===== config.mk =====
export PLATFORM = sky130hd
export DESIGN_NAME = eq_slicer_lock_flat
export DESIGN_NICKNAME = d
export VERILOG_FILES = /design/src/rtl/eq_slicer_pkg.sv /design/src/rtl/eq_slicer_lock_if.sv /design/src/rtl/eq_slicer_rail.sv /design/src/rtl/eq_slicer_lock.sv /design/src/flat_wrapper.sv
export SDC_FILE = /design/constraint.sdc
export NUM_CORES = 1
export LEC_CHECK = 0
export CAP_MARGIN = 5
export CORE_ASPECT_RATIO = 0.75
export CORE_MARGIN = 10
export CORE_UTILIZATION = 55
export CTS_CLUSTER_DIAMETER = 40
export DETAILED_ROUTE_END_ITERATION = 8
export HOLD_SLACK_MARGIN = 0.15
export PLACE_DENSITY = 0.75
export REMOVE_ABC_BUFFERS = 1
export SLEW_MARGIN = 20
export SYNTH_ARGS = -nofsm -noshare
export SYNTH_HDL_FRONTEND = slang
export SYNTH_SLANG_ARGS = --single-unit

===== constraint.sdc =====
create_clock -name clk -period 17.3 [get_ports clk]
set_input_delay 3.46 -clock clk [delete_from_list [all_inputs] [get_ports clk]]
set_output_delay 3.46 -clock clk [all_outputs]
set_load 0.03 [all_outputs]

===== src/rtl/eq_slicer_pkg.sv =====
// -----------------------------------------------------------------------------
// eq_slicer_pkg
// Shared constants for the equaliser slicer / lock stage:
//   - lock FSM state encodings (IDLE/ACQ/TRACK)
//   - modulation select encodings (QPSK / 16-QAM)
//   - level_of(): constellation levels and slicing thresholds expressed in
//     input LSBs for a given number of fractional bits
// -----------------------------------------------------------------------------
package eq_slicer_pkg;

   typedef logic [1:0] state_t;

   localparam state_t ST_IDLE  = 2'd0;
   localparam state_t ST_ACQ   = 2'd1;
   localparam state_t ST_TRACK = 2'd2;

   localparam logic MOD_QPSK  = 1'b0;
   localparam logic MOD_QAM16 = 1'b1;

   // Integer amplitude 'units' (e.g. -3, 1, 2) scaled to a fixed-point word
   // with 'nbf' fractional bits.
   function automatic int level_of(input int units, input int nbf);
      return units * (2 ** nbf);
   endfunction

endpackage


===== src/rtl/eq_slicer_lock_if.sv =====
// -----------------------------------------------------------------------------
// eq_slicer_lock_if
// Symbol bus between the downsampler/equaliser and the slicer stage.
//   i_en_rate1          symbol strobe
//   i_data_I/i_data_Q   equalised I/Q samples (signed, NBT_IN bits)
//   i_mod_sel           0 = QPSK, 1 = 16-QAM
//   o_sym_I/o_sym_Q     decided symbols (same format as input)
//   o_err_I/o_err_Q     error towards the LMS tap update (NBT_ERR bits)
//   o_valid             one-cycle pulse marking new symbol/error
// Modports: master = symbol source / error consumer, slave = slicer.
// -----------------------------------------------------------------------------
interface eq_slicer_lock_if #(
   parameter int NBT_IN  = 12,
   parameter int NBT_ERR = 12
);
   logic                      i_en_rate1;
   logic signed [NBT_IN-1:0]  i_data_I;
   logic signed [NBT_IN-1:0]  i_data_Q;
   logic                      i_mod_sel;
   logic signed [NBT_IN-1:0]  o_sym_I;
   logic signed [NBT_IN-1:0]  o_sym_Q;
   logic signed [NBT_ERR-1:0] o_err_I;
   logic signed [NBT_ERR-1:0] o_err_Q;
   logic                      o_valid;

   modport master (
      output i_en_rate1, i_data_I, i_data_Q, i_mod_sel,
      input  o_sym_I, o_sym_Q, o_err_I, o_err_Q, o_valid
   );

   modport slave (
      input  i_en_rate1, i_data_I, i_data_Q, i_mod_sel,
      output o_sym_I, o_sym_Q, o_err_I, o_err_Q, o_valid
   );
endinterface


===== src/rtl/eq_slicer_rail.sv =====
// -----------------------------------------------------------------------------
// eq_slicer_rail
// One-rail combinational slicer: decides the nearest QPSK / 16-QAM level,
// computes e = y - level, truncates to NBF_ERR fractional bits and saturates
// to NBT_ERR bits.
//   i_y        signed input sample (NBT_IN bits, NBF_IN fractional)
//   i_mod_sel  0 = QPSK (+/-1), 1 = 16-QAM (+/-1, +/-3)
//   o_level    decided level, same format as i_y
//   o_err_full saturated full-precision error (used for MSE)
//   o_err_lms  error handed to the LMS update
// Optional macro EQ_SIGN_ERR_EN: o_err_lms becomes a sign error
// (+1/-1/0 LSB); otherwise it equals o_err_full.
// -----------------------------------------------------------------------------
module eq_slicer_rail
   import eq_slicer_pkg::*;
#(
   parameter int NBT_IN  = 12,
   parameter int NBF_IN  = 9,
   parameter int NBT_ERR = 12,
   parameter int NBF_ERR = 9
) (
   input  logic signed [NBT_IN-1:0]  i_y,
   input  logic                      i_mod_sel,
   output logic signed [NBT_IN-1:0]  o_level,
   output logic signed [NBT_ERR-1:0] o_err_full,
   output logic signed [NBT_ERR-1:0] o_err_lms
);
   localparam int SHIFT   = NBF_IN - NBF_ERR;
   localparam int ERR_MAX = (2 ** (NBT_ERR - 1)) - 1;
   localparam int ERR_MIN = -(2 ** (NBT_ERR - 1));

   localparam logic signed [NBT_IN-1:0] LVL_P3 = NBT_IN'(level_of( 3, NBF_IN));
   localparam logic signed [NBT_IN-1:0] LVL_P1 = NBT_IN'(level_of( 1, NBF_IN));
   localparam logic signed [NBT_IN-1:0] LVL_M1 = NBT_IN'(level_of(-1, NBF_IN));
   localparam logic signed [NBT_IN-1:0] LVL_M3 = NBT_IN'(level_of(-3, NBF_IN));
   localparam logic signed [NBT_IN-1:0] THR_P2 = NBT_IN'(level_of( 2, NBF_IN));
   localparam logic signed [NBT_IN-1:0] THR_M2 = NBT_IN'(level_of(-2, NBF_IN));
   localparam logic signed [NBT_IN-1:0] THR_0  = '0;

   logic signed [NBT_IN:0] w_e;
   logic signed [NBT_IN:0] w_e_tr;
   logic signed [31:0]     w_e_wide;

   // Every comparison uses '>=', so a sample exactly on a threshold goes to
   // the upper level.
   always_comb begin
      // NOTE: assigning a default first guarantees every path drives o_level,
      // so no latch can be inferred.
      o_level = LVL_M1;
      if (i_mod_sel == MOD_QAM16) begin
         if      (i_y >= THR_P2) o_level = LVL_P3;
         else if (i_y >= THR_0)  o_level = LVL_P1;
         else if (i_y >= THR_M2) o_level = LVL_M1;
         else                    o_level = LVL_M3;
      end else begin
         o_level = (i_y >= THR_0) ? LVL_P1 : LVL_M1;
      end
   end

   // One extra bit holds the full difference; arithmetic shift floors.
   assign w_e      = (NBT_IN+1)'(i_y) - (NBT_IN+1)'(o_level);
   assign w_e_tr   = w_e >>> SHIFT;
   assign w_e_wide = 32'(w_e_tr);

   always_comb begin
      if (w_e_wide > ERR_MAX)      o_err_full = NBT_ERR'(ERR_MAX);
      else if (w_e_wide < ERR_MIN) o_err_full = NBT_ERR'(ERR_MIN);
      else                         o_err_full = NBT_ERR'(w_e_wide);
   end

`ifdef EQ_SIGN_ERR_EN
   always_comb begin
      o_err_lms = '0;
      if (w_e > 0)      o_err_lms = NBT_ERR'(1);
      else if (w_e < 0) o_err_lms = '1;
   end
`else
   assign o_err_lms = o_err_full;
`endif

endmodule


===== src/rtl/eq_slicer_lock.sv =====
// -----------------------------------------------------------------------------
// eq_slicer_lock
// Decision / error / lock stage of the adaptive equaliser receive path.
// Slices equalised I/Q (via two eq_slicer_rail instances), registers symbol
// and error, estimates MSE over 2^LOG2_AVG symbols and runs the lock FSM
// that selects the LMS step size.
// Ports:
//   clk, i_reset   clock, synchronous active-high reset
//   i_en_rx        global enable; all state holds while low
//   io_bus         symbol bus (strobe, data, mod_sel in; sym, err, valid out)
//   o_mse          last window MSE, unsigned, 2*NBF_ERR fractional bits
//   o_mse_valid    one-cycle pulse per completed window
//   o_lock         high in TRACK
//   o_step_sel     0 = large step (IDLE/ACQ), 1 = small step (TRACK)
//   o_state        FSM state (IDLE=0, ACQ=1, TRACK=2)
// Optional macro EQ_SIGN_ERR_EN selects sign-error output on io_bus.o_err_*.
// -----------------------------------------------------------------------------
module eq_slicer_lock
   import eq_slicer_pkg::*;
#(
   parameter int NBT_IN     = 12,
   parameter int NBF_IN     = 9,
   parameter int NBT_ERR    = 12,
   parameter int NBF_ERR    = 9,
   parameter int LOG2_AVG   = 4,
   parameter int LOCK_THR   = 13107,
   parameter int UNLOCK_THR = 39322,
   parameter int LOCK_CNT   = 4,
   parameter int UNLOCK_CNT = 2
) (
   input  logic                 clk,
   input  logic                 i_reset,
   input  logic                 i_en_rx,
   eq_slicer_lock_if.slave      io_bus,
   output logic [2*NBT_ERR:0]   o_mse,
   output logic                 o_mse_valid,
   output logic                 o_lock,
   output logic                 o_step_sel,
   output logic [1:0]           o_state
);
   localparam int MSE_W  = 2*NBT_ERR + 1;
   localparam int ACC_W  = MSE_W + LOG2_AVG;
   localparam int HIT_W  = $clog2(LOCK_CNT + 1);
   localparam int MISS_W = $clog2(UNLOCK_CNT + 1);

   logic                      w_strobe;
   logic                      w_mod_chg;
   logic                      w_win_last;
   logic signed [NBT_IN-1:0]  w_lvl_I, w_lvl_Q;
   logic signed [NBT_ERR-1:0] w_errf_I, w_errf_Q, w_errl_I, w_errl_Q;
   logic signed [2*NBT_ERR-1:0] w_sq_I, w_sq_Q;
   logic [MSE_W-1:0]          w_p;
   logic [ACC_W-1:0]          w_acc_next;

   logic signed [NBT_IN-1:0]  r_sym_I, r_sym_Q;
   logic signed [NBT_ERR-1:0] r_err_I, r_err_Q;
   logic                      r_valid;
   logic                      r_mse_valid;
   logic [MSE_W-1:0]          r_mse;
   logic [ACC_W-1:0]          r_acc;
   logic [LOG2_AVG-1:0]       r_cnt;
   logic                      r_mod;
   state_t                    r_state;
   logic [HIT_W-1:0]          r_hit;
   logic [MISS_W-1:0]         r_miss;

   eq_slicer_rail #(
      .NBT_IN(NBT_IN), .NBF_IN(NBF_IN), .NBT_ERR(NBT_ERR), .NBF_ERR(NBF_ERR)
   ) u_rail_i (
      .i_y(io_bus.i_data_I), .i_mod_sel(io_bus.i_mod_sel),
      .o_level(w_lvl_I), .o_err_full(w_errf_I), .o_err_lms(w_errl_I)
   );

   eq_slicer_rail #(
      .NBT_IN(NBT_IN), .NBF_IN(NBF_IN), .NBT_ERR(NBT_ERR), .NBF_ERR(NBF_ERR)
   ) u_rail_q (
      .i_y(io_bus.i_data_Q), .i_mod_sel(io_bus.i_mod_sel),
      .o_level(w_lvl_Q), .o_err_full(w_errf_Q), .o_err_lms(w_errl_Q)
   );

   assign w_strobe   = i_en_rx & io_bus.i_en_rate1;
   assign w_mod_chg  = (io_bus.i_mod_sel != r_mod);
   assign w_win_last = (r_cnt == '1);

   // Squares are non-negative, so the unsigned sum of both fits MSE_W bits.
   assign w_sq_I     = (2*NBT_ERR)'(w_errf_I) * (2*NBT_ERR)'(w_errf_I);
   assign w_sq_Q     = (2*NBT_ERR)'(w_errf_Q) * (2*NBT_ERR)'(w_errf_Q);
   assign w_p        = MSE_W'($unsigned(w_sq_I)) + MSE_W'($unsigned(w_sq_Q));
   assign w_acc_next = r_acc + ACC_W'(w_p);

   always_ff @(posedge clk) begin
      // NOTE: sequential state uses non-blocking assignments so every
      // register samples pre-edge values regardless of statement order.
      if (i_reset) begin
         r_sym_I     <= '0;
         r_sym_Q     <= '0;
         r_err_I     <= '0;
         r_err_Q     <= '0;
         r_valid     <= 1'b0;
         r_mse_valid <= 1'b0;
         r_mse       <= '0;
         r_acc       <= '0;
         r_cnt       <= '0;
         r_mod       <= MOD_QPSK;
      end else begin
         // Pulses follow the qualified strobe each cycle, so they cannot
         // stay high while i_en_rx freezes the rest of the state.
         r_valid     <= w_strobe;
         r_mse_valid <= w_strobe & w_win_last & ~w_mod_chg;
         if (w_strobe) begin
            r_sym_I <= w_lvl_I;
            r_sym_Q <= w_lvl_Q;
            r_err_I <= w_errl_I;
            r_err_Q <= w_errl_Q;
            r_mod   <= io_bus.i_mod_sel;
            if (w_mod_chg) begin
               // Partial window is dropped; this symbol opens the new one.
               r_acc <= ACC_W'(w_p);
               r_cnt <= LOG2_AVG'(1);
            end else if (w_win_last) begin
               r_mse <= MSE_W'(w_acc_next >> LOG2_AVG);
               r_acc <= '0;
               r_cnt <= '0;
            end else begin
               r_acc <= w_acc_next;
               r_cnt <= r_cnt + LOG2_AVG'(1);
            end
         end
      end
   end

   // Lock FSM. A modulation change (or the first strobe out of IDLE) forces
   // ACQ and overrides a window decision landing in the same cycle. The
   // window decision is taken on the one-cycle r_mse_valid pulse even if
   // i_en_rx has just dropped, so a completed window is never lost.
   always_ff @(posedge clk) begin
      if (i_reset) begin
         r_state <= ST_IDLE;
         r_hit   <= '0;
         r_miss  <= '0;
      end else if (w_strobe && (w_mod_chg || r_state == ST_IDLE)) begin
         r_state <= ST_ACQ;
         r_hit   <= '0;
         r_miss  <= '0;
      end else if (r_mse_valid) begin
         case (r_state)
            ST_ACQ: begin
               if (r_mse < MSE_W'(LOCK_THR)) begin
                  if (r_hit == HIT_W'(LOCK_CNT - 1)) begin
                     r_state <= ST_TRACK;
                     r_hit   <= '0;
                  end else begin
                     r_hit <= r_hit + HIT_W'(1);
                  end
               end else begin
                  r_hit <= '0;
               end
            end
            ST_TRACK: begin
               if (r_mse > MSE_W'(UNLOCK_THR)) begin
                  if (r_miss == MISS_W'(UNLOCK_CNT - 1)) begin
                     r_state <= ST_ACQ;
                     r_miss  <= '0;
                  end else begin
                     r_miss <= r_miss + MISS_W'(1);
                  end
               end else begin
                  r_miss <= '0;
               end
            end
            default: ;
         endcase
      end
   end

   assign io_bus.o_sym_I = r_sym_I;
   assign io_bus.o_sym_Q = r_sym_Q;
   assign io_bus.o_err_I = r_err_I;
   assign io_bus.o_err_Q = r_err_Q;
   assign io_bus.o_valid = r_valid;
   assign o_mse          = r_mse;
   assign o_mse_valid    = r_mse_valid;
   assign o_state        = r_state;
   assign o_lock         = (r_state == ST_TRACK);
   assign o_step_sel     = (r_state == ST_TRACK);

endmodule

===== src/flat_wrapper.sv =====
// flat-port wrapper written by rule: the top's interface ports become plain ports
module eq_slicer_lock_flat import eq_slicer_pkg::*;
#(
   parameter int NBT_IN     = 12,
   parameter int NBF_IN     = 9,
   parameter int NBT_ERR    = 12,
   parameter int NBF_ERR    = 9,
   parameter int LOG2_AVG   = 4,
   parameter int LOCK_THR   = 13107,
   parameter int UNLOCK_THR = 39322,
   parameter int LOCK_CNT   = 4,
   parameter int UNLOCK_CNT = 2
)
  (clk, i_reset, i_en_rx, o_mse, o_mse_valid, o_lock, o_step_sel, o_state, io_bus_i_en_rate1, io_bus_i_data_I, io_bus_i_data_Q, io_bus_i_mod_sel, io_bus_o_sym_I, io_bus_o_sym_Q, io_bus_o_err_I, io_bus_o_err_Q, io_bus_o_valid);
  eq_slicer_lock_if #(.NBT_IN(NBT_IN), .NBT_ERR(NBT_ERR)) io_bus_i ();
  input  logic clk;
  input  logic i_reset;
  input  logic i_en_rx;
  output logic [2*NBT_ERR:0] o_mse;
  output logic o_mse_valid;
  output logic o_lock;
  output logic o_step_sel;
  output logic [1:0] o_state;
  input wire logic [$bits(io_bus_i.i_en_rate1)-1:0] io_bus_i_en_rate1;
  input wire logic [$bits(io_bus_i.i_data_I)-1:0] io_bus_i_data_I;
  input wire logic [$bits(io_bus_i.i_data_Q)-1:0] io_bus_i_data_Q;
  input wire logic [$bits(io_bus_i.i_mod_sel)-1:0] io_bus_i_mod_sel;
  output wire logic [$bits(io_bus_i.o_sym_I)-1:0] io_bus_o_sym_I;
  output wire logic [$bits(io_bus_i.o_sym_Q)-1:0] io_bus_o_sym_Q;
  output wire logic [$bits(io_bus_i.o_err_I)-1:0] io_bus_o_err_I;
  output wire logic [$bits(io_bus_i.o_err_Q)-1:0] io_bus_o_err_Q;
  output wire logic [$bits(io_bus_i.o_valid)-1:0] io_bus_o_valid;
  assign io_bus_i.i_en_rate1 = io_bus_i_en_rate1;
  assign io_bus_i.i_data_I = io_bus_i_data_I;
  assign io_bus_i.i_data_Q = io_bus_i_data_Q;
  assign io_bus_i.i_mod_sel = io_bus_i_mod_sel;
  assign io_bus_o_sym_I = io_bus_i.o_sym_I;
  assign io_bus_o_sym_Q = io_bus_i.o_sym_Q;
  assign io_bus_o_err_I = io_bus_i.o_err_I;
  assign io_bus_o_err_Q = io_bus_i.o_err_Q;
  assign io_bus_o_valid = io_bus_i.o_valid;
  eq_slicer_lock #(.NBT_IN(NBT_IN), .NBF_IN(NBF_IN), .NBT_ERR(NBT_ERR), .NBF_ERR(NBF_ERR), .LOG2_AVG(LOG2_AVG), .LOCK_THR(LOCK_THR), .UNLOCK_THR(UNLOCK_THR), .LOCK_CNT(LOCK_CNT), .UNLOCK_CNT(UNLOCK_CNT)) u_core (.clk(clk), .i_reset(i_reset), .i_en_rx(i_en_rx), .io_bus(io_bus_i), .o_mse(o_mse), .o_mse_valid(o_mse_valid), .o_lock(o_lock), .o_step_sel(o_step_sel), .o_state(o_state));
endmodule

=== Word-level counts from Yosys, hierarchy flattened ===
Index checks and enable logic that the tools add are counted.

* Add/sub/neg operators: 7
* $mul: 2
* $lt $le $gt $ge: 12
* Eq/ne operators: 14
* Mux-type cells: 29
* Bitwise gates (word level): 4
* Reduce and logical (&&, ||, !) cells: 12

{| class="wikitable"
|+ Operators with widths
! cell !! number
|-
| $mux 12 || 12
|-
| $mux 29 || 2
|-
| $mul 12x12->24 || 2
|-
| $add 29x25->29 || 1
|-
| $gt 13x12->1 const B || 2
|-
| $lt 13x12->1 const B || 2
|-
| $sub 12x12->13 || 2
|-
| $add 24x24->25 || 1
|-
| $gt 25x16->1 const B || 1
|-
| $lt 25x14->1 const B || 1
|-
| $ge 12x1->1 const B || 2
|-
| $ge 12x11->1 const B || 2
|-
| $ge 12x12->1 const B || 2
|-
| $mux 11 || 2
|-
| $mux 2 || 6
|-
| $ne 3x1->1 const B || 4
|-
| $reduce_and 6->1 || 2
|-
| $mux 4 || 2
|-
| $ne 2x1->1 const B || 4
|-
| $mux 3 || 2
|-
| $add 4x1->4 const B || 1
|-
| $eq 2x1->1 const B || 2
|-
| $eq 4x4->1 const B || 1
|-
| $pmux 2 s2 || 1
|-
| other kinds (16) || 21
|}

* Register bits after elaboration: 116
* Input port bits: 29
* Output and inout bits: 79
* Word-level logic and storage cells: 94

=== Logic depth before layout (Yosys ltp) ===
Gate-level depths: netlist (run 1).

* Depth in word-level cells: 14
* Gate-level depth with buffers: 46
* Mapped depth without buffers: 45

=== Modules after synthesis ===
From an unflattened synthesis (run 1), not the netlist that was laid out.

* Cells, all modules: 2123
* Area total of the unflattened synthesis: 17715.7 µm²

{| class="wikitable"
|+ By module, submodules not included
! module !! times used !! cells an instance !! area an instance (µm²) !! seq. area each (µm²)
|-
| eq_slicer_lock || 1 || 2003 || 16802.4 || 2322.2
|-
| eq_slicer_rail || 2 || 60 || 456.7 || 0.0
|}

=== Worst setup path before layout (run 1) ===
Ideal clock, no wire load.

* Kind: in2reg
* Start point: in io_bus_i_mod_sel
* End point: reg u_core.r_acc[27]
* Setup time: 74 ps
* Data arrival time: 13063 ps
* Data required time: 17226 ps
* Path slack: 4164 ps
* Stages on the path: 44
* Path buffers: 2
* Cells stage by stage: buf_2 -> mux2i_1 -> inv_1 -> fa_1 -> o211ai_1 -> nor3_1 -> nor2b_1 -> o31ai_2 -> buf_2 -> a21oi_1 -> inv_1 -> nand2_1 -> fa_1 -> inv_1 -> fa_1 -> inv_1 -> fa_1 -> inv_1 -> [... 8 more ...] -> nor2b_1 -> o21a_1 -> o41ai_1 -> xnor2_1 -> ha_1 -> a21oi_1 -> o31ai_1 -> a221o_1 -> a31o_2 -> xor2_1 -> ha_1 -> a21o_1 -> a21o_1 -> a21o_1 -> a41o_1 -> a41o_4 -> a311o_1 -> o211ai_2

* Cells in the longest elaborated chain, start to end: 10
* Elaborated cells on any way between the ends: 19
* Those cells by class: add/sub: 4; mul: 2; order compare: 4; eq/ne: 1; mux: 8

{| class="wikitable"
|+ RTL lines
! element !! line !! text
|-
| start, declared || flat_wrapper.sv:27 || <nowiki>input wire logic [$bits(io_bus_i.i_mod_sel)-1:0] io_bus_i_mod_sel;</nowiki>
|-
| $mux 12 (*) || eq_slicer_rail.sv:50 || <nowiki>if (i_mod_sel == MOD_QAM16) begin</nowiki>
|-
| named net u_core.u_rail_i.o_level[10] || eq_slicer_rail.sv:24 || <nowiki>output logic signed [NBT_IN-1:0] o_level,</nowiki>
|-
| $sub 12x12->13 (*) || eq_slicer_rail.sv:61 || <nowiki>assign w_e = (NBT_IN+1)'(i_y) - (NBT_IN+1)'(o_level);</nowiki>
|-
| $lt 13x12->1 || eq_slicer_rail.sv:67 || <nowiki>else if (w_e_wide < ERR_MIN) o_err_full = NBT_ERR'(ERR_MIN);</nowiki>
|-
| $mux 12 || eq_slicer_rail.sv:67 ||
|-
| $mux 12 (*) || eq_slicer_rail.sv:66 || <nowiki>if (w_e_wide > ERR_MAX) o_err_full = NBT_ERR'(ERR_MAX);</nowiki>
|-
| named net u_core.u_rail_i.o_err_full[3] || eq_slicer_rail.sv:25 || <nowiki>output logic signed [NBT_ERR-1:0] o_err_full,</nowiki>
|-
| $mul 12x12->24 (*) || eq_slicer_lock.sv:86 || <nowiki>assign w_sq_I = (2*NBT_ERR)'(w_errf_I) * (2*NBT_ERR)'(w_errf_I);</nowiki>
|-
| $add 24x24->25 (*) || eq_slicer_lock.sv:88 || <nowiki>assign w_p = MSE_W'($unsigned(w_sq_I)) + MSE_W'($unsigned(w_sq_Q));</nowiki>
|-
| $add 29x25->29 (*) || eq_slicer_lock.sv:89 || <nowiki>assign w_acc_next = r_acc + ACC_W'(w_p);</nowiki>
|-
| $mux 29 (*) || eq_slicer_lock.sv:120 || <nowiki>end else if (w_win_last) begin</nowiki>
|-
| $mux 29 (*) || eq_slicer_lock.sv:116 || <nowiki>if (w_mod_chg) begin</nowiki>
|-
| end signal, assigned || eq_slicer_lock.sv:118 || <nowiki>r_acc <= ACC_W'(w_p);</nowiki>
|-
| end signal, assigned || eq_slicer_lock.sv:125 || <nowiki>r_acc <= w_acc_next;</nowiki>
|-
| end, declared || eq_slicer_lock.sv:60 || <nowiki>logic [ACC_W-1:0] r_acc;</nowiki>
|}

The timed path passes the listed nets; every way through them passes the cells marked *.
A chain may end at the register's enable or synchronous reset.

=== Worst setup path after layout (run 1) ===
* Start point: in io_bus_i_mod_sel
* End point: reg u_core.r_mse[24] (netlist: u_core.o_mse[24])

* Cells in the longest elaborated chain, start to end: 8
* Elaborated cells on any way between the ends: 19
* Those cells by class: add/sub: 4; mul: 2; order compare: 4; eq/ne: 1; mux: 6; bitwise: 1; reduce/logical: 1

{| class="wikitable"
|+ RTL lines
! element !! line !! text
|-
| $mux 12 (*) || eq_slicer_rail.sv:50 ||
|-
| named net u_core.u_rail_i.o_level[10] || eq_slicer_rail.sv:24 ||
|-
| $sub 12x12->13 (*) || eq_slicer_rail.sv:61 ||
|-
| $lt 13x12->1 || eq_slicer_rail.sv:67 ||
|-
| $mux 12 || eq_slicer_rail.sv:67 ||
|-
| $mux 12 (*) || eq_slicer_rail.sv:66 ||
|-
| named net u_core.u_rail_i.o_err_full[0] || eq_slicer_rail.sv:25 ||
|-
| $mul 12x12->24 (*) || eq_slicer_lock.sv:86 ||
|-
| $add 24x24->25 (*) || eq_slicer_lock.sv:88 ||
|-
| $add 29x25->29 (*) || eq_slicer_lock.sv:89 ||
|-
| end signal, assigned || eq_slicer_lock.sv:121 || <nowiki>r_mse <= MSE_W'(w_acc_next >> LOG2_AVG);</nowiki>
|-
| end, declared || eq_slicer_lock.sv:59 || <nowiki>logic [MSE_W-1:0] r_mse;</nowiki>
|}

Marked as above.

==> results of run 1 <==
## cell usage in the layout (no fill, tap or decap), types with 10 or more instances in the layout
cell type / Yosys / layout
nor3_1: 44 / 43
a21o_1: 32 / 32
a211oi_1: 32 / 32
inv_1: 411 / 411
nor2b_1: 10 / 10
or2_2: 11 / 11
o21bai_1: 10 / 10
dfxtp_1: 97 / 97
nand3_1: 29 / 29
o211ai_1: 11 / 11
nor2_1: 194 / 194
ha_1: 171 / 171
clkdlybuf4s50_1: 0 / 88
and3_1: 12 / 12
a21oi_1: 114 / 113
fa_1: 246 / 246
a31oi_1: 17 / 17
nand4_1: 11 / 11
buf_4: 20 / 11
nand2_1: 159 / 158
nand2b_1: 10 / 10
o21ai_0: 42 / 42
xnor2_1: 74 / 74
a221oi_1: 19 / 19
conb_1: 1 / 18
xor2_1: 29 / 28
## area by class of cell
| type | instances | area (um2) | area share [%] |
|---|---|---|---|
| clock inverters | 6 | 87.58 | 0.4874 |
| flip-flops and latches | 97 | 1942 | 10.81 |
| inverters | 414 | 1554 | 8.648 |
| repair buffers | 99 | 963.4 | 5.361 |
| multi-input cells | 1404 | 12700 | 70.69 |
| clock buffers | 10 | 229.0 | 1.274 |
| well taps | 392 | 490.5 | 2.729 |
## Yosys cell counts, types with 8 or more instances
library cell  instances  area share [%]
and3_1               12            0.46
nor2b_1              10            0.38
a31o_2                9            0.48
inv_1               411             9.4
xnor2_1              74             3.9
a221oi_1             19             1.0
a31oi_1              17            0.65
ha_1                171              13
o21a_1                9            0.41
xor2_1               29             1.5
fa_1                246              30
nand4_1              11            0.42
clkbuf_1             40            0.91
nor2_1              194             4.4
dfxtp_1              97              12
or2_2                11            0.42
and2_1                8            0.30
nand3_1              29            0.88
nand2_1             159             3.6
nor3_1               44             1.3
buf_4                20            0.91
a21o_1               32             1.5
o21ai_0              42             1.3
a21oi_1             114             3.5
o31ai_1               8            0.36
nand2b_1             10            0.38
o211ai_1             11            0.50
o21bai_1             10            0.46
a211oi_1             32             1.5
## logic make-up (layout without fill, tap and decap cells)
kind of cell,after synthesis,in the layout,synth area share (%)
compound gates,353,353,14.48
xor+xnor,103,103,5.482
fa+ha+maj,417,417,42.93
buf+inv,483,529,11.51
flops,97,97,11.80
mux,3,3,0.1825
other cells,1,18,0.02279
simple gates,510,510,13.59
## worst min path at each step
stage | from | end | depth (start not counted)
finish | u_core.io_bus.o_sym_Q[11]$_SDFFE_PP0P_ | u_core.io_bus.o_sym_Q[11]$_SDFFE_PP0P_ | 2
global route | u_core.io_bus.o_err_Q[4]$_SDFFE_PP0P_ | u_core.io_bus.o_err_Q[4]$_SDFFE_PP0P_ | 2
global placement | u_core.io_bus.o_sym_Q[11]$_SDFFE_PP0P_ | u_core.io_bus.o_sym_Q[11]$_SDFFE_PP0P_ | 2
floorplan | u_core.r_acc[2]$_SDFFE_PP0P_ | u_core.r_acc[2]$_SDFFE_PP0P_ | 2
detailed placement | u_core.io_bus.o_sym_Q[11]$_SDFFE_PP0P_ | u_core.io_bus.o_sym_Q[11]$_SDFFE_PP0P_ | 2
CTS | u_core.io_bus.o_sym_Q[11]$_SDFFE_PP0P_ | u_core.io_bus.o_sym_Q[11]$_SDFFE_PP0P_ | 2
## layer usage
layer | global-route usage (%) | share of wire (%)
met2 | 36.23 | 46
met1 | 29.71 | 44
met3 | 4.418 | 8.1
met4 | 5.585 | 2.0
met5 | 0 | 0
## state kept, by name, indices dropped and copies added, names as in the netlist
signal / flops
u_core.r_acc: 29
u_core.o_mse: 25
u_core.io_bus.o_err_I: 12
u_core.io_bus.o_err_Q: 12
u_core.r_cnt: 4
u_core.io_bus.o_sym_Q: 3
u_core.r_hit: 3
u_core.io_bus.o_sym_I: 2
u_core.o_state: 2
u_core.r_miss: 2
u_core.io_bus.o_valid: 1
u_core.o_mse_valid: 1
u_core.r_mod: 1
## through the flow
step                utilization, %  area, um2  setup slack, ns  hold WS [ns]
finish                       61.42      17970            2.284        0.4563
global route                 61.42      17970            1.453        0.4828
CTS                          61.41      17970            2.441        0.4582
detailed placement           60.33      17650            2.223        0.4478
global placement             60.33      17650            2.433        0.4427
floorplan                        -      16180            4.094        0.4395
## critical path: cells and delay by family
| kind | cells | cell delay (ns) |
|---|---|---|
| AOI/OAI and AO/OA | 17 | 4.73 |
| xor gates and xnor gates | 3 | 0.69 |
| adders and majority gates | 10 | 3.86 |
| buffers and inverters | 7 | 1.43 |
| muxes | 1 | 0.32 |
| and+or+nand+nor | 5 | 0.75 |
==> impl_results.md, run 1 <==
- Worst R2R End: u_core.r_acc[18]$_SDFFE_PP0P_
- Final Hold Vio Count: 0
- Io pins: between 100 and 150
- Mapped cell area: about 16000 um2
- Vias in the first global route: 13710
- TritonCTS clock tree: done
- Period utilization: roughly 87%
- Total Wirelength: 40750 um
- Rel. slew slack: 24.38%
- Die area: 37310 um2
- Max-cap violations: 0
- Register area share after synthesis: 11.80%
- Initial core utilization: between 50% and 60%
- DR iter-0 viols: just under 1000
- Beginning of the critical path: io_bus_i_mod_sel
- Vias per inst: 5.605
- CTS Buf Count: 9
- Post-synthesis async set-or-reset flop share: 0%
- FILL cells: about 2600
- Maximum clock frequency: 66.60 MHz
- Pins over their slew limit: 0
- Crit. End Element: flop
- Flop-to-flop setup slack: approximately 14 ns
- Clock transition at the registers of the reported paths: 0.07 ns
- DP Wirelength: 33810 um
- # nets final: roughly 2500
- Placed insts: between 2000 and 2500
- X dimension of the die: 219.7 um
- RSZ-0062 raised after global routing: no
- Die Y: 169.8 um
- Flops & latches, synth: slightly below 100
- CP required: between 15 and 20 ns
- CTS Buffer Depth: 2
- Gr usage total: approximately 22%
- Area grow syn2layout: 9.200%
- Post-synth cell types: 75
- CTS H-tree depth: 3
- # clock sinks: 97
- Antenna violations before repair: 0
- Yosys warns: 0
- Root Buffer: clkbuf_16
- Routed WL per cell: 16.83 um
- Setup Buffers After CTS: 0
- First-pass GRT wire length: 67810 um
- Clk Latency, worst-skew pair: around 0.36 ns
- DRC viols: 0
- Hold/Removal Path Class: reg2reg
- Final Instance Count excl. Fillers: 2422
- Post-DRT Antenna Nets: 0
- Hold buffer count at cts: 0
- Post-synthesis cell count: 1967
- N_diodes: 0
- GPL Wtd Cong: 1.038
- GRT overflow: 0
- Port Buffer Count: 89
- Layout cells sized above 1: 3.448%
- Worst slew pin tran: 1.134 ns
- Period minus WS final: between 15 and 20 ns
- Pin count of the biggest net entering global routing: 77
- Dominant synthesized flop cell: dfxtp_1
- Reg2Reg Depth: 10
- Reg2reg start: u_core.r_acc[0]$_SDFFE_PP0P_
- Vias: 13580
- CP arrival: between 15 and 20 ns
- Clock skew: 0.01060 ns
- Post-synth EDFFs: 0
- Avg Cell Area, Syn: 8.366 um2
- Fin Setup TNS: 0 ns
- Slowest CP cell: o31ai_2
- Status: complete, no violations
- Worst Path Max Fanout: 14
- Worst Setup Start Kind: input pin
- TritonRoute pass-1 iters: 7
- Critical path class: in2reg
- Endpoints failing setup: 0
- Row count: 54
- Delay of the slowest critical-path stage: between 0.8 and 0.9 ns
- Core box area: 29260 um2
- Post-CTS sizing: 0
- Crit path to: u_core.o_mse[24]$_SDFFE_PP0P_
Power of run 1 is not shown: default switching activity piles up to over one toggle a cycle in this logic, so the estimate is an artifact.
==> run 2, diff against run 1 <==
--- a/config.mk
+++ b/config.mk
@@ -14,7 +14,7 @@
 export HOLD_SLACK_MARGIN = 0.15
 export PLACE_DENSITY = 0.75
 export REMOVE_ABC_BUFFERS = 1
-export SLEW_MARGIN = 20
+export SLEW_MARGIN = 30
 export SYNTH_ARGS = -nofsm -noshare
 export SYNTH_HDL_FRONTEND = slang
 export SYNTH_SLANG_ARGS = --single-unit
==> constraint.sdc (replaced) <==
create_clock -name clk -period 18.45 [get_ports clk]
set_input_delay 3.69 -clock clk [delete_from_list [all_inputs] [get_ports clk]]
set_output_delay 3.69 -clock clk [all_outputs]
set_load 0.03 [all_outputs]
==> run 2 against run 1 <==
Hold slack barely moved; first-iteration DRC count rose by 1.3%; sequential share of layout area barely moved; count of clock-buffer cells in the layout rose by 1; final area fell by 0.23%; non-clock buffer count fell by 1; die area did not move; flip-flop and latch count did not move; wire length fell by 0.24%; critical path depth fell by 4; via count fell by 0.53%; utilization fell by 0.14 points; critical endpoint is now u_core.o_mse[23]$_SDFFE_PP0P_; highest routed layer unchanged.
==> impl_results.md, run 2 (synthesis gave the netlist of run 1 again) <==
- Biggest register: u_core.r_acc
- GPL Wtd Cong: 0.9853 (-5.1%)
- Core box area: 29260 um2 (unchanged)
- Gr usage total: 22.33% (+0.097 points)
- Vias per inst: 5.580 (-0.45%)
- Setup slack after layout: 3.141 ns (+0.8568 ns)
- Area grow syn2layout: 8.949%
- Io pins: 108 (unchanged)
- Most frequent cells in the layout: 411 x inv_1, 246 x fa_1, 194 x nor2_1
- Clk Latency, worst-skew pair: 0.36 ns (about the same)
- CTS H-tree depth: 3 (unchanged)
- Slowest CP cell: a21oi_1
- TritonRoute pass-1 iters: 5 (-2)
- Setup Buffers After CTS: 0 (unchanged)
- Delay of the slowest critical-path stage: 0.86 ns (+0.05 ns)
- Post-CTS sizing: 0 (unchanged)
- Post-route core utilization: 61.28% (-0.14 points)
- Critical Path Most Common Cell: ha_1
- Row count: 54 (unchanged)
- Pins over their slew limit: 0 (unchanged)
- Max-cap violations: 0 (unchanged)
- Rel. slew slack: 36.68% (+12 points)
- Total Wirelength: 40660 um (-0.24%)
- Period utilization: between 80 and 90%
- X dimension of the die: 219.7 um (unchanged)
- Port Buffer Count: 89 (unchanged)
- Clock transition at the registers of the reported paths: 0.07 ns (about the same)
- CP arrival: 15.51 ns (+0.29 ns)
- Die Y: 169.8 um (unchanged)
- # clock sinks: 97 (unchanged)
- Worst slew pin tran: 0.9498 ns (-0.1845 ns)
- RSZ-0062 raised after global routing: no
- Root Buffer: clkbuf_16
- Crit. End Element: flop
- Area of the multi-input gates: 12720 um2 (about the same)
- Antenna violations before repair: 0 (unchanged)
- Commonest non-fill, non-tap cell in the layout: inv_1
- TritonCTS clock tree: done
- Critical path class: in2reg
- GRT overflow: 0 (unchanged)
- Vias: 13500 (-0.53%)
- Maximum clock frequency: 65.32 MHz
- DRC viols: 0 (unchanged)
- Worst Setup Start Kind: input pin
- CTS Buf Count: 9 (unchanged)
- Register area: 1942 um2 (unchanged)
- DP Wirelength: 33810 um (about the same)
- Final Hold Vio Count: 0 (unchanged)
- Vias in the first global route: 13740 (+0.19%)
- CTS Buffer Depth: 2 (unchanged)
- Clock skew: 0.01396 ns (+0.003367 ns)
- Post-Place Worst Slack: 2.668 ns (+0.4449 ns)
- Hold/Removal Path Class: reg2reg
- Endpoints failing setup: 0 (unchanged)
- Layout cells sized above 1: 3.402% (-0.046 points)
- Routed WL per cell: 16.80 um (-0.16%)
- First-pass GRT wire length: 68630 um (+1.2%)
- Pin count of the biggest net entering global routing: 77 (unchanged)
- Period minus WS final: 15.31 ns
- Worst Path Max Fanout: 15 (+1)
- # nets final: 2470 (-0.040%)
- FILL cells: 2627 (+1.5%)
- Post-DRT Antenna Nets: 0 (unchanged)
- Hold buffer count at cts: 0 (unchanged)
- Status: complete, no violations
- Max FFs per register: 29 (unchanged)
- DR iter-0 viols: 992 (+1.3%)
- N_diodes: 0 (unchanged)
- Fin Setup TNS: 0 ns (unchanged)
- CP required: 18.65 ns (+1.15 ns)
- Initial core utilization: 56.25% (unchanged)
- Die area: 37310 um2 (unchanged)
run 2: final cells by class:
cell class	count	area share [%]
clock buffers	11	1.354
repair buffers	98	5.332
clock inverters	4	0.1535
multi-input cells	1404	70.93
inverters	414	8.668
flip-flops and latches	97	10.83
well taps	392	2.736
run 2: final timing paths:
path / from / end / slack, ns / cells past startpoint
worst max-delay path: io_bus_i_mod_sel / u_core.o_mse[23]$_SDFFE_PP0P_ / 3.14 / 39
worst min-delay path: u_core.io_bus.o_err_Q[4]$_SDFFE_PP0P_ / u_core.io_bus.o_err_Q[4]$_SDFFE_PP0P_ / 0.46 / 2
worst max register to register: u_core.r_acc[0]$_SDFFE_PP0P_ / u_core.r_acc[18]$_SDFFE_PP0P_ / 15.53 / 10
worst min register to register: u_core.io_bus.o_err_Q[4]$_SDFFE_PP0P_ / u_core.io_bus.o_err_Q[4]$_SDFFE_PP0P_ / 0.46 / 2
run 2: worst max-delay path, delay by kind of cell:
family,cells,cell delay [ns]
AO/OA/AOI/OAI,15,4.62
XOR/XNOR,2,0.47
adder cells (fa/ha/maj),9,3.69
buffers and inverters,6,1.46
multiplexers,2,0.53
AND/OR/NAND/NOR,5,1.01
run 2: per-layer routing:
metal | part of all wire (%) | vias up | GRT usage (%)
met4 | 0.82 | 0 | 3.238
met2 | 46 | 451 | 35.69
met3 | 7.8 | 30 | 3.830
li1 | - | 6405 | -
met1 | 46 | 6617 | 31.70
met5 | 0 | - | 0
run 2: metrics by stage:
| step | std cells | cell area (um2) | hold WS, ns |
|---|---|---|---|
| floorplan | 1915 | 16180 | 0.4395 |
| global placement | 2405 | 17640 | 0.4422 |
| detailed placement | 2405 | 17650 | 0.4488 |
| CTS | 2420 | 17920 | 0.4573 |
| global route | 2420 | 17930 | 0.4779 |
| finish | 2420 | 17930 | 0.4561 |
Power of run 2 is left out for the same reason.
==> run 3, diff against run 2 <==
--- a/config.mk
+++ b/config.mk
@@ -12,7 +12,7 @@
 export CTS_CLUSTER_DIAMETER = 40
 export DETAILED_ROUTE_END_ITERATION = 8
 export HOLD_SLACK_MARGIN = 0.15
-export PLACE_DENSITY = 0.75
+export PLACE_DENSITY = 0.78
 export REMOVE_ABC_BUFFERS = 1
 export SLEW_MARGIN = 30
 export SYNTH_ARGS = -nofsm -noshare
==> constraint.sdc (replaced) <==
create_clock -name clk -period 12.28 [get_ports clk]
set_input_delay 2.456 -clock clk [delete_from_list [all_inputs] [get_ports clk]]
set_output_delay 2.456 -clock clk [all_outputs]
set_load 0.03 [all_outputs]
==> run 3 against run 2 <==
Flip-flop and latch count unchanged; final area up 15%; hold slack gained 0.0087 ns; non-clock buffer count rose by 273; critical path depth grew 4; global-route usage is 1.8 points higher; worst setup slack got worse by 2.8 ns; first-iteration DRC count increased by 22%; sequential share of layout area decreased by 1.4 points; wire length increased by 13%; clock skew barely moved; critical path type unchanged; critical endpoint is now u_core.r_acc[24]$_SDFFE_PP0P_.
==> impl_results.md, run 3 (synthesis gave the netlist of run 1 again) <==
- Area post-placement: 19580 um2 (+11%)
- CP arrival: 12.23 ns (-3.28 ns)
- Setup slack after layout: 0.2977 ns (-2.843 ns)
- Initial core utilization: 56.25% (unchanged)
- Critical path class: in2reg
- GRT overflow: 0 (unchanged)
- Routed WL per cell: 17.03 um (+1.4%)
- Post-Place Worst Slack: -0.7903 ns (-3.459 ns)
- Worst Path Max Fanout: 18 (+3)
- Fin Setup TNS: 0 ns (unchanged)
- Endpoints failing setup: 0 (unchanged)
- Vias per inst: 5.486 (-1.7%)
- DP Wirelength: 37150 um (+9.9%)
- Hold buffer count at cts: 0 (unchanged)
- Max FFs per register: 29 (unchanged)
- Slowest CP cell: fa_1
- Die Y: 169.8 um (unchanged)
- CTS H-tree depth: 3 (unchanged)
- Vias: 14780 (+9.5%)
- Rel. slew slack: 38.36% (+1.7 points)
- CP top delay family: adder cells
- First-pass GRT wire length: 73840 um (+7.6%)
- Final Hold Vio Count: 0 (unchanged)
- Antenna violations before repair: 0 (unchanged)
- # clock sinks: 97 (unchanged)
- Clk Latency, worst-skew pair: 0.36 ns (about the same)
- DRC viols: 0 (unchanged)
- Biggest register: u_core.r_acc
- CTS Buffer Depth: 2 (unchanged)
- Worst Setup Start Kind: input pin
- Crit. End Element: flop
- Core box area: 29260 um2 (unchanged)
- Maximum clock frequency: 83.46 MHz
- Period utilization: between 90 and 100%
- Hold/Removal Path Class: reg2reg
- DR iter-0 viols: 1209 (+22%)
- # nets final: 2743 (+11%)
- Fin area: 20590 um2 (+15%)
- Vias in the first global route: 15020 (+9.3%)
- Period minus WS final: ~12 ns
- Most frequent cells in the layout: 397 x inv_1, 277 x buf_4, 241 x fa_1
- Max-cap violations: 0 (unchanged)
- Pin count of the biggest net entering global routing: 77 (unchanged)
- Clock transition at the registers of the reported paths: 0.08 ns (about the same)
- Worst slew pin tran: 0.9246 ns (-0.02527 ns)
- X dimension of the die: 219.7 um (unchanged)
- CTS Buf Count: 9 (unchanged)
- Status: complete, no violations
- GPL Wtd Cong: 0.9781 (-0.73%)
- Delay of the slowest critical-path stage: 0.55 ns (-0.31 ns)
- CP required: 12.53 ns (-6.12 ns)
- Pins over their slew limit: 0 (unchanged)
- Io pins: 108 (unchanged)
- Post-DRT Antenna Nets: 0 (unchanged)
- N_diodes: 0 (unchanged)
- Row count: 54 (unchanged)
- Area grow syn2layout: 25.15%
- Clock skew: 0.01418 ns (+0.0002103 ns)
- Layout cells sized above 1: 19.24% (+16 points)
- Gr usage total: 24.12% (+1.8 points)
- Root Buffer: clkbuf_16
- Commonest non-fill, non-tap cell in the layout: inv_1
- TritonCTS clock tree: done
- Port Buffer Count: 89 (unchanged)
- Total Wirelength: 45890 um (+13%)
- TritonRoute pass-1 iters: 6 (+1)
- Die area: 37310 um2 (unchanged)
- Critical path buffers and inverters: 10 (+4)
==> run 3: cell count changes in the layout (fill, tap and decap cells not counted), sizes merged, moves of 3 or more <==
| cell | delta |
|---|---|
| clkinv | -5 |
| dlymetal6s2s | +3 |
| clkdlybuf4s50 | -6 |
| buf | +275 |
==> run 3: cell type report <==
type	count	area, um2
Timing Repair Buffer	371	3039
Fill cell	2221	8661
Multi-Input combinational cell	1404	13240
Sequential cell	97	1942
Inverter	414	1560
Tap cell	392	490.5
Clock inverter	4	55.05
Clock buffer	12	266.5
==> run 3: path summary, 6_finish.rpt <==
| check | startpoint | to | slack, ns | cells after the start |
|---|---|---|---|---|
| worst max-delay path | io_bus_i_data_Q[10] | u_core.r_acc[24]$_SDFFE_PP0P_ | 0.30 | 43 |
| worst min-delay path | u_core.io_bus.o_err_Q[2]$_SDFFE_PP0P_ | u_core.io_bus.o_err_Q[2]$_SDFFE_PP0P_ | 0.46 | 2 |
| worst max register to register | u_core.r_acc[0]$_SDFFE_PP0P_ | u_core.r_acc[24]$_SDFFE_PP0P_ | 9.28 | 10 |
| worst min register to register | u_core.io_bus.o_err_Q[2]$_SDFFE_PP0P_ | u_core.io_bus.o_err_Q[2]$_SDFFE_PP0P_ | 0.46 | 2 |
==> run 3: layer usage <==
layer	share of wire, %	vias up	track usage, %
met1	42	7232	31.80
met3	7.7	87	4.328
li1	-	6966	-
met2	48	495	39.99
met4	2.8	0	6.536
met5	0	-	0
==> run 3: through the flow <==
stage / cells / hold WS, ns / utilization [%]
2_1_floorplan: 1915 / 0.4395 / -
3_3_place_gp: 2662 / 0.4485 / 66.94
3_5_place_dp: 2662 / 0.4513 / 66.94
4_1_cts: 2680 / 0.4609 / 68.22
5_1_grt: 2694 / 0.4902 / 70.40
6_report: 2694 / 0.4648 / 70.40
==> run 3: what timing repair did <==
action,CTS,global route
endpoints found under the setup margin,16,27
gates resized for setup,12,137
pin swaps,4,52
setup buffers,2,14
gates cloned,0,1
==> run 3: worst register-to-register path, cell delays in order, from the launching register on <==
cell	delay, ns
dfxtp_1	0.32
ha_1	0.25
fa_1	0.43
a211oi_1	0.32
o21ai_1	0.18
nand4_1	0.23
a211oi_4	0.10
o31ai_1	0.32
xnor2_1	0.25
a21oi_1	0.16
a211oi_1	0.34
Power of run 3 is left out for the same reason.
